**src/rtl/pe_output_collector.sv**
```systemverilog
// Collects 8-lane PE result columns into an 8x8 buffer and drains them one word
// at a time over a valid/ready port, oldest column first, lanes 0..7 in order.
module pe_output_collector #(
  parameter int DATA_W = 16,
  parameter int LANES  = 8,
  parameter int SIZE   = 8
) (
  input  logic              clk,
  input  logic              rst,
  input  logic              clr,
  input  logic              wr_en,
  input  logic [DATA_W-1:0] wr_data_1,
  input  logic [DATA_W-1:0] wr_data_2,
  input  logic [DATA_W-1:0] wr_data_3,
  input  logic [DATA_W-1:0] wr_data_4,
  input  logic [DATA_W-1:0] wr_data_5,
  input  logic [DATA_W-1:0] wr_data_6,
  input  logic [DATA_W-1:0] wr_data_7,
  input  logic [DATA_W-1:0] wr_data_8,
  input  logic              out_ready,
  output logic              out_valid,
  output logic [DATA_W-1:0] out_data,
  output logic [5:0]        out_addr,
  output logic [3:0]        count,
  output logic              full,
  output logic              empty,
  output logic              overflow
);

  localparam logic [2:0] LAST_LANE  = 3'(LANES - 1);
  localparam logic [3:0] FULL_COUNT = 4'(SIZE);

  logic [DATA_W-1:0] mem_q [LANES][SIZE];
  logic [DATA_W-1:0] wrLane [LANES];

  logic [2:0] wrPtr_q, wrPtr_d;
  logic [2:0] rdPtr_q, rdPtr_d;
  logic [2:0] lanePtr_q, lanePtr_d;
  logic [3:0] count_q, count_d;
  logic       overflow_q, overflow_d;

  logic isFull;
  logic wrAccept;
  logic xfer;
  logic retire;

  assign wrLane[0] = wr_data_1;
  assign wrLane[1] = wr_data_2;
  assign wrLane[2] = wr_data_3;
  assign wrLane[3] = wr_data_4;
  assign wrLane[4] = wr_data_5;
  assign wrLane[5] = wr_data_6;
  assign wrLane[6] = wr_data_7;
  assign wrLane[7] = wr_data_8;

  // Fullness is judged on the registered count, so a retiring column never frees a slot the same cycle.
  assign isFull   = (count_q == FULL_COUNT);
  assign wrAccept = wr_en && !clr && !isFull;
  assign xfer     = out_valid && out_ready;
  assign retire   = xfer && (lanePtr_q == LAST_LANE);

  always_ff @(posedge clk) begin
    if (wrAccept) begin
      for (int k = 0; k < LANES; k++) begin
        mem_q[k][wrPtr_q] <= wrLane[k];
      end
    end
  end

  always_comb begin
    wrPtr_d    = wrPtr_q;
    rdPtr_d    = rdPtr_q;
    lanePtr_d  = lanePtr_q;
    count_d    = count_q;
    overflow_d = overflow_q;
    if (clr) begin
      wrPtr_d    = '0;
      rdPtr_d    = '0;
      lanePtr_d  = '0;
      count_d    = '0;
      overflow_d = 1'b0;
    end else begin
      if (wrAccept) begin
        wrPtr_d = wrPtr_q + 3'd1;
      end
      if (wr_en && isFull) begin
        overflow_d = 1'b1;
      end
      if (xfer) begin
        lanePtr_d = lanePtr_q + 3'd1;
      end
      if (retire) begin
        rdPtr_d = rdPtr_q + 3'd1;
      end
      case ({wrAccept, retire})
        2'b10:   count_d = count_q + 4'd1;
        2'b01:   count_d = count_q - 4'd1;
        default: count_d = count_q;
      endcase
    end
  end

  always_ff @(posedge clk or posedge rst) begin
    if (rst) begin
      wrPtr_q    <= '0;
      rdPtr_q    <= '0;
      lanePtr_q  <= '0;
      count_q    <= '0;
      overflow_q <= 1'b0;
    end else begin
      wrPtr_q    <= wrPtr_d;
      rdPtr_q    <= rdPtr_d;
      lanePtr_q  <= lanePtr_d;
      count_q    <= count_d;
      overflow_q <= overflow_d;
    end
  end

  // Outputs are forced to zero when idle so reset shows clean values despite unreset storage.
  assign out_valid = (count_q != 4'd0);
  assign out_data  = out_valid ? mem_q[lanePtr_q][rdPtr_q] : '0;
  assign out_addr  = out_valid ? {lanePtr_q, rdPtr_q} : 6'd0;
  assign count     = count_q;
  assign full      = isFull;
  assign empty     = (count_q == 4'd0);
  assign overflow  = overflow_q;

endmodule

```
**config.mk**
```make
export PLATFORM = sky130hd
export DESIGN_NAME = pe_output_collector
export DESIGN_NICKNAME = d
export VERILOG_FILES = /design/src/rtl/pe_output_collector.sv
export SDC_FILE = /design/constraint.sdc
export NUM_CORES = 1
export LEC_CHECK = 0
export CORE_MARGIN = 2
export CORE_UTILIZATION = 55
export DETAILED_ROUTE_END_ITERATION = 8
export PLACE_DENSITY_LB_ADDON = 0.15
export SLEW_MARGIN = 40
export SYNTH_ARGS = -nofsm -noshare
export SYNTH_HDL_FRONTEND = slang
export SYNTH_SLANG_ARGS = --single-unit
```
**constraint.sdc**
```tcl
create_clock -name clk -period 12.3 [get_ports clk]
set_input_delay 3.075 -clock clk [delete_from_list [all_inputs] [get_ports clk]]
set_output_delay 3.075 -clock clk [all_outputs]
set_load 0.005 [all_outputs]
```
== Word level (Yosys, flattened, before mapping) ==
Memories as Yosys holds them, arrays and structs flattened.
Cells that the tools add are included.

* Register bits: 14
* Bits in writable memories: 1024
* Input bits: 133
* Output and inout port bits: 30
* Word-level logic and storage cells: 54
* Memories: 1

{| class="wikitable"
|+ Memory list
! name !! depth !! bits a word !! read ports !! clocked after Yosys merged registers in !! write ports !! RTL line !! source
|-
| mem_q || 8 || 128 || 1 || 0 || 8 || 33 || <nowiki>logic [DATA_W-1:0] mem_q [LANES][SIZE];</nowiki>
|}

* Add/subtract/negate cells: 5
* Magnitude comparators: 3
* Equal/unequal tests: 4
* Mux-type cells: 19
* Bitwise logic cells: 2
* Reductions and logical operators: 15

{| class="wikitable"
|+ Operators with widths
! cell !! number
|-
| 2-to-1 mux 128 bit || 1
|-
| 2-to-1 mux 16 bit || 4
|-
| binary-select mux 16 bit (select 3 bit) || 1
|-
| demux 16 bit (select 3 bit) || 1
|-
| 2-to-1 mux 3 bit || 6
|-
| adder 3 x 1 -> 3 bit, second input constant || 3
|-
| >= comparator 4 bit, second input constant || 2
|-
| inverter 3 -> 4 bit || 2
|-
| case mux 4 bit (2 select lines) || 1
|-
| nonzero test 2 bit || 4
|-
| logical AND 1 bit || 6
|-
| 2-to-1 mux 6 bit || 1
|-
| adder 4 x 1 -> 4 bit, second input constant || 1
|-
| == test 4 bit, second input constant || 1
|-
| logical NOT 4 bit || 1
|-
| < comparator 4 x 1 -> 1 bit, second input constant || 1
|-
| 2-to-1 mux 4 bit || 1
|-
| nonzero test 4 bit || 1
|-
| subtractor 4 x 1 -> 4 bit, second input constant || 1
|-
| == test 3 bit, second input constant || 1
|-
| 2-to-1 mux 1 bit || 3
|-
| nonzero test 3 bit || 1
|-
| == test 2 x 1 -> 1 bit, second input constant || 1
|-
| == test 2 bit, second input constant || 1
|-
| logical NOT 1 bit || 2
|}

== Longest topological paths before layout ==
Gate-level depths: netlist of run 1.

* Depth after elaboration: 6
* Mapped depth: 10
* Depth with buffers taken out: 10

== Worst setup path before layout of run 1 ==
OpenSTA, ideal clock, no wires.

* Path type: input to register
* Start: in clr
* End: mem mem_q[0][112] in the netlist's numbering, enable pin
* Library setup time: 0.772 ns
* Arrival time: 12.312 ns
* Required time: 11.528 ns
* Slack: -0.784 ns
* Stages on the path: 3
* Path buffers: 0
* Cells stage by stage: nor3b_1 > nand2b_1 > nor3_1

{| class="wikitable"
|+ RTL lines
! element !! RTL line !! source
|-
| start: declaration || 10 || <nowiki>input logic clr,</nowiki>
|-
| end: declaration || 33 ||
|}

== Worst setup path in the final report of run 1 ==
* Start: reg rdPtr_q[0]
* End: out out_data[8]

* Longest elaborated chain between the ends: 5

{| class="wikitable"
|+ Ends and longest elaborated chain
! element !! RTL line !! source
|-
| start: declaration || 37 || <nowiki>logic [2:0] rdPtr_q, rdPtr_d;</nowiki>
|-
| start signal: assignment || 112 || <nowiki>rdPtr_q <= rdPtr_d;</nowiki>
|-
| inverter 3 -> 4 bit (not written as such) || 121 || <nowiki>assign out_data = out_valid ? mem_q[lanePtr_q][rdPtr_q] : '0;</nowiki>
|-
| binary-select mux 16 bit (select 3 bit) || 121 ||
|-
| 2-to-1 mux 16 bit (not written as such) (2 in series) || 121 ||
|-
| 2-to-1 mux 16 bit || 121 ||
|-
| end: declaration || 22 || <nowiki>output logic [DATA_W-1:0] out_data,</nowiki>
|}

Every way passes these cells. The select of a mux whose other input is x is not followed.

==> key figures, run 1 <==
Outcome
  – Status: finished, final reports clean

Finish
  – P&R area growth vs syn: 15.5%
  – Fill count: 4678
  – Layout Nets: 2138
  – Finished Layout Cells: 3034
  – Final core occ: 64.4%
  – Share of layout cells above drive strength 1: 21.5%
  – Seq. cell area: 31100 um^2
  – Area taken by multi-input logic gates: 8290 um^2
  – Post-layout instance area: 46200 um^2

Timing
  – Slew @ Worst Pin: 0.865 ns
  – Setup repair after global routing missed its margin: no
  – Setup_tns: 0 ns
  – # setup viols final: 0
  – Relative slew slack: 42.3%
  – Final WS setup: 4.89 ns
  – Clk_skew: 0.0223 ns
  – Fmax: 135 MHz
  – Final worst-path cycle share: 60.3%
  – Final hold vios: 0
  – Slew Viols, Final: 0
  – Final Critical Period: 7.41 ns

Floorplan
  – Core area: 71700 um^2
  – Die H: 274 um
  – Initial core utilization: 55.7%
  – Top-level I/O count: 163
  – Horiz. Die Dim: 274 um
  – Die ar.: 74900 um^2
  – Row cnt: 98

Power and ir drop
  – Max IR drop VDD: 0.000122 V
  – Pwr Density: 165 nW/um^2
  – Pleak: 14.1 nW

Synth
  – Top cells by count, synth: edfxtp_1 (1024), mux4_2 (227), mux2i_1 (111)
  – Cells after Synth: 1785
  – Register area share after synthesis: 77.8%
  – Main synth FF type: edfxtp_1
  – Most numerous cell in the Yosys netlist: edfxtp_1
  – Synth Area in Compound Gates: 3.02%
  – Synth Register Bits: 1038
  – Post-Syn Area: 40000 um^2
  – Netlist cell types: 53
  – Top cell type's share of synthesized area: 76.9%
  – FFs w/ async S/R, synth: 1.35%
  – Main combinational cell family by area after synthesis: multiplexers
  – EDFF count, synth: 1024
  – Largest area contributor in the netlist: edfxtp_1
  – Syn_area_per_cell: 22.4 um^2
  – Xor/xnor share of the synthesized area: 0.153%
  – Syn_nets: 1924
  – Post-synthesis mux area share: 15.6%
  – YS warnings: 0
  – Synth area leaders: edfxtp_1 (77%), mux4_2 (13%), mux2i_1 (2.8%), dfrtp_1 (0.88%), buf_6 (0.68%)
  – Post-synthesis adder-cell area fraction: 0.188%
  – Simple-Gate Fraction of Synth Area: 1.53%

Routing
  – 1st-pass router iterations: 7
  – Total Wirelength: 89300 um
  – Via count: 19300
  – DRT iter0 DRCs: 2191
  – DRC viols: 0
  – Post-route ant nets: 0
  – Routed WL per cell: 29.4 um
  – Avg Vias per Cell: 6.37

Critical path
  – Crit path kind: reg -> out
  – CP cell instances: buf_4 -> nor2_4 -> buf_4 -> nand2_1 -> o221ai_1 -> a21oi_1 -> a22o_1 -> clkdlybuf4s50_1
  – Worst Setup SP: rdPtr_q[0]$_DFFE_PP0P_
  – Critical-path top delay cell: dfrtp_2
  – Most frequent cell on the critical path: buf_4
  – Crit path largest cell delay: 0.60 ns
  – Startpoint Class: flop
  – Worst r2r src: count[1]$_DFFE_PP0P_
  – Crit-path max FO: 29
  – Worst endpoint data arrival time: 4.34 ns
  – CP Data Required Time: 9.22 ns
  – CP endpoint kind: output port

Clocking
  – # H-tree levels: 3
  – Reg clk slew, reported paths: 0.06 ns
  – Worst-skew pair later-pin latency: 0.66 ns
  – Cts repair resizes: 0
  – CTS tree: done
  – Clk sink count: 1038
  – Hold-fix buffers, CTS: 0
  – Longest Clk Path Bufs: 3
  – # Post-CTS Setup Buffers: 0
  – Root buf cell: clkbuf_16
  – Num CTS Buffers: 102

Global routing
  – First-pass GRT wire length: 131000 um
  – Vias in the first global route: 19500
  – Total congestion overflow: 0
  – Largest net degree at the start of global routing: 129
  – Antenna violations before repair: 4
  – Total track usage: 24.4%

Placement
  – RD Place Congestion: 0.771
  – Number of port buffers: 162
  – Post-Place Worst Slack: 5.12 ns
  – Placed cell areas: 42700 um^2
  – Final HPWL DP: 51300 um
  – Inst Count DP: 2843

Worst hold path
  – Hold/Removal Path Class: reg -> reg
  – Hold path start: overflow$_DFFE_PP0P_

Run
  – Max-Cap Viols: 0
routing by layer:
layer  up-vias  routed length [um]  GRT usage [%]
met2       886               43100           37.9
met4         2                2060           7.25
met1     10300               36800           35.4
met3       127                7350           4.96
met5         -                  12              0
li1       8038                   -              -
power by group:
group          switching [mW]  leakage, nW  internal [mW]
registers              0.0188         9.43           3.94
logic                   0.260         3.00          0.216
clock network            1.27         1.67           1.91
total                    1.55         14.1           6.07
critical path, delay by kind of cell (launching register included):
kind,cells,cell delay (ns)
buffers and inverters,3,1.29
flip-flops,1,0.60
AND/OR/NAND/NOR,2,1.03
AO/OA/AOI/OAI,3,0.73
worst paths after layout:
kind | to | slack (ns) | cells after the start
worst max-delay path | out_data[8] | 4.89 | 8
worst min-delay path | overflow$_DFFE_PP0P_ | 0.53 | 2
worst max register to register | mem_q[2][42]$_DFFE_PP_ | 8.42 | 6
worst min register to register | overflow$_DFFE_PP0P_ | 0.53 | 2
max in group asynchronous | lanePtr_q[1]$_DFFE_PP0P_ | 9.00 | 2
min in group asynchronous | lanePtr_q[0]$_DFFE_PP0P_ | 2.86 | 2
state kept, by name (all words and copies together), names as in the netlist:
name,flops
wrPtr_q,3
count,4
mem_q,1024
lanePtr_q,3
overflow,1
rdPtr_q,3
metrics by stage:
step | hold WS (ns) | power, mW
finish | 0.528 | 7.62
global route | 0.560 | 7.84
CTS | 0.544 | 7.68
detailed placement | 0.529 | 4.52
global placement | 0.488 | 4.51
floorplan | 0.486 | 4.33
logic make-up (layout without fill, tap and decap cells):
kind of cell,after synthesis,in the layout
adder cells (fa/ha/maj),6,6
multiplexers,339,339
AND/OR/NAND/NOR,124,124
other,0,3
buffers and inverters,101,397
XOR/XNOR,7,7
flip-flops,1038,1038
AO/OA/AOI/OAI,170,170
cell type report:
| type | instances | share of cell area, % |
|---|---|---|
| clock buffers | 136 | 6.05 |
| well taps | 950 | 2.57 |
| clock inverters | 50 | 1.42 |
| inverters | 7 | 0.0677 |
| flip-flops and latches | 1038 | 67.4 |
| repair buffers | 204 | 4.56 |
| multi-input cells | 646 | 17.9 |
| diodes | 3 | 0.0163 |
cells in the final DEF (no fill, tap or decap), types with 14 or more instances in the layout:
master | Yosys | final
edfxtp_1 | 1024 | 1024
a211oi_1 | 15 | 15
clkdlybuf4s50_1 | 0 | 162
nand2_1 | 42 | 39
nor2_1 | 33 | 26
buf_4 | 17 | 21
clkbuf_1 | 14 | 26
bufinv_16 | 0 | 15
mux2i_1 | 111 | 111
mux4_2 | 227 | 227
clkbuf_16 | 0 | 105
a22oi_1 | 14 | 14
o22ai_1 | 30 | 30
a21oi_1 | 22 | 22
nand3_1 | 14 | 14
o21ai_1 | 20 | 20
clkinv_2 | 0 | 14
Note: power is estimated with default switching activity, not from simulation.
==> run 2: changes to the inputs <==
- clock period: 12.3 -> 7.34 ns (I/O delays scaled with it)
==> run 2 against run 1 <==
Sequential cell count unchanged. First-iteration DRC count decreased by 14%. Clock power grew 61%. Register-to-register slack got worse by 4.6 ns. Combinational power grew 64%. Cell count stayed put. Global-route usage fell by 0.46 points. Utilization decreased by 0.17 points. Final area fell by 0.26%. Total power is 65% higher. Clock skew shrank 0.00065 ns. Sequential power up 68%. Largest cell class unchanged. Largest power group unchanged.
==> key figures, run 2 (synthesis gave the netlist of run 1 again) <==
Outcome
  – Status: finished, final reports clean

Clocking
  – Hold-fix buffers, CTS: 0
  – CTS tree: done
  – # Post-CTS Setup Buffers: 0
  – Root buf cell: clkbuf_16
  – Clk sink count: 1038
  – Num CTS Buffers: 102
  – Longest Clk Path Bufs: 3
  – Cts repair resizes: 0
  – # H-tree levels: 3
  – Reg clk slew, reported paths: 0.06 ns
  – Worst-skew pair later-pin latency: 0.65 ns

Routing
  – Routed WL per cell: 28.9 um
  – Via count: 19000
  – 1st-pass router iterations: 6
  – DRC viols: 0
  – Total Wirelength: 87600 um
  – Avg Vias per Cell: 6.28
  – Post-route ant nets: 0
  – DRT iter0 DRCs: 1885

Placement
  – Final HPWL DP: 50300 um
  – Inst Count DP: 2844
  – Placed cell areas: 42700 um^2
  – RD Place Congestion: 0.760
  – Number of port buffers: 162

Critical path
  – CP Data Required Time: 5.51 ns
  – Crit-path max FO: 34
  – Startpoint Class: flop
  – Worst endpoint data arrival time: 4.10 ns
  – Crit path kind: reg -> out
  – CP endpoint kind: output port

Floorplan
  – Row cnt: 98
  – Horiz. Die Dim: 274 um
  – Core area: 71700 um^2
  – Top-level I/O count: 163
  – Die H: 274 um
  – Initial core utilization: 55.7%
  – Die ar.: 74900 um^2

Power and ir drop
  – Combinational Power Share: 6.2%
  – Clock power share: 40.8%
  – Pwr Density: 273 nW/um^2
  – Part of the power in registers: 53.0%
  – Pwr Total: 12.6 mW
  – Max IR drop VDD: 0.000211 V
  – Internal power: 9.99 mW
  – Switching pwr: 2.57 mW
  – Pleak: 14.1 nW
  – Switching portion of total power: 20.4%

Finish
  – Finished Layout Cells: 3034
  – Post-layout instance area: 46100 um^2
  – Layout Nets: 2138
  – Max reg flops: 1024
  – Commonest cells after routing, fill and taps aside: edfxtp_1 (1024), mux4_2 (227), clkdlybuf4s50_1 (162)
  – Top reg by flops: mem_q
  – P&R area growth vs syn: 15.2%
  – Share of layout cells above drive strength 1: 20.9%
  – Commonest non-fill, non-tap cell in the layout: edfxtp_1

Timing
  – Final Critical Period: 5.94 ns
  – Slew Viols, Final: 0
  – Relative slew slack: 42.5%
  – Clk_skew: 0.0216 ns
  – Final worst-path cycle share: 80.9%
  – Fmax: 168 MHz
  – Final hold vios: 0
  – # setup viols final: 0
  – Setup_tns: 0 ns
  – Slew @ Worst Pin: 0.861 ns
  – Setup repair after global routing missed its margin: no

Global routing
  – First-pass GRT wire length: 129000 um
  – Antenna violations before repair: 5
  – Total congestion overflow: 0
  – Total track usage: 23.9%
  – Largest net degree at the start of global routing: 129
  – Vias in the first global route: 19500

Worst hold path
  – Hold/Removal Path Class: reg -> reg

Run
  – Max-Cap Viols: 0
==> run 2: cell count changes in the layout (fill, tap and decap cells not counted), sizes merged <==
cell	delta
diode	-2
clkbuf	-7
clkinvlp	-3
buf	+1
inv	+1
clkinv	+14
bufinv	-4
==> run 2: worst paths after layout <==
kind,to,startpoint,depth (start not counted),slack [ns]
max in group asynchronous,lanePtr_q[0]$_DFFE_PP0P_,rst,2,5.23
worst max register to register,count[3]$_DFFE_PP0P_,lanePtr_q[1]$_DFFE_PP0P_,9,3.81
worst min register to register,overflow$_DFFE_PP0P_,overflow$_DFFE_PP0P_,2,0.51
min in group asynchronous,rdPtr_q[2]$_DFFE_PP0P_,rst,2,1.66
worst min-delay path,overflow$_DFFE_PP0P_,overflow$_DFFE_PP0P_,2,0.51
worst max-delay path,out_data[5],lanePtr_q[0]$_DFFE_PP0P_,6,1.40
==> run 2: routing by layer <==
| metal | vias up | global-route usage (%) | share of wire [%] |
|---|---|---|---|
| met1 | 10100 | 34.9 | 42 |
| met5 | - | 0 | 0.040 |
| li1 | 8031 | - | - |
| met2 | 739 | 37.8 | 49 |
| met4 | 6 | 7.49 | 2.9 |
| met3 | 164 | 3.76 | 6.6 |
==> run 2: cell type report <==
type                            count  area [um^2]
Tap cell                          950         1190
Timing Repair Buffer              204         2130
Clock buffer                      130         2740
Inverter                            7         31.3
Fill cell                        4726        25700
Clock inverter                     58          566
Antenna cell                        1         2.50
Sequential cell                  1038        31100
Multi-Input combinational cell    646         8290
==> run 2: critical path, stage by stage, from the launching register on <==
cell,delay (ns)
dfrtp_4,0.73
inv_4,0.69
nand2_1,0.72
o22ai_1,0.39
a211oi_1,0.08
a32o_1,0.36
clkdlybuf4s50_1,0.47
==> run 2: power groups by stage <==
stage	clock, mW	combinational [mW]	sequential [mW]
2_1_floorplan	0	0.487	6.76
3_3_place_gp	0	0.785	6.77
3_5_place_dp	0	0.792	6.78
4_1_cts	5.22	0.794	6.65
5_1_grt	5.43	0.836	6.65
6_report	5.12	0.780	6.65
==> run 2: stage by stage <==
step	utilization, %	worst slack, ns	hold slack (ns)
floorplan	-	-1.07	0.486
global placement	59.4	1.98	0.480
detailed placement	59.6	2.00	0.493
CTS	64.2	1.32	0.508
global route	64.2	1.15	0.526
finish	64.2	1.40	0.513
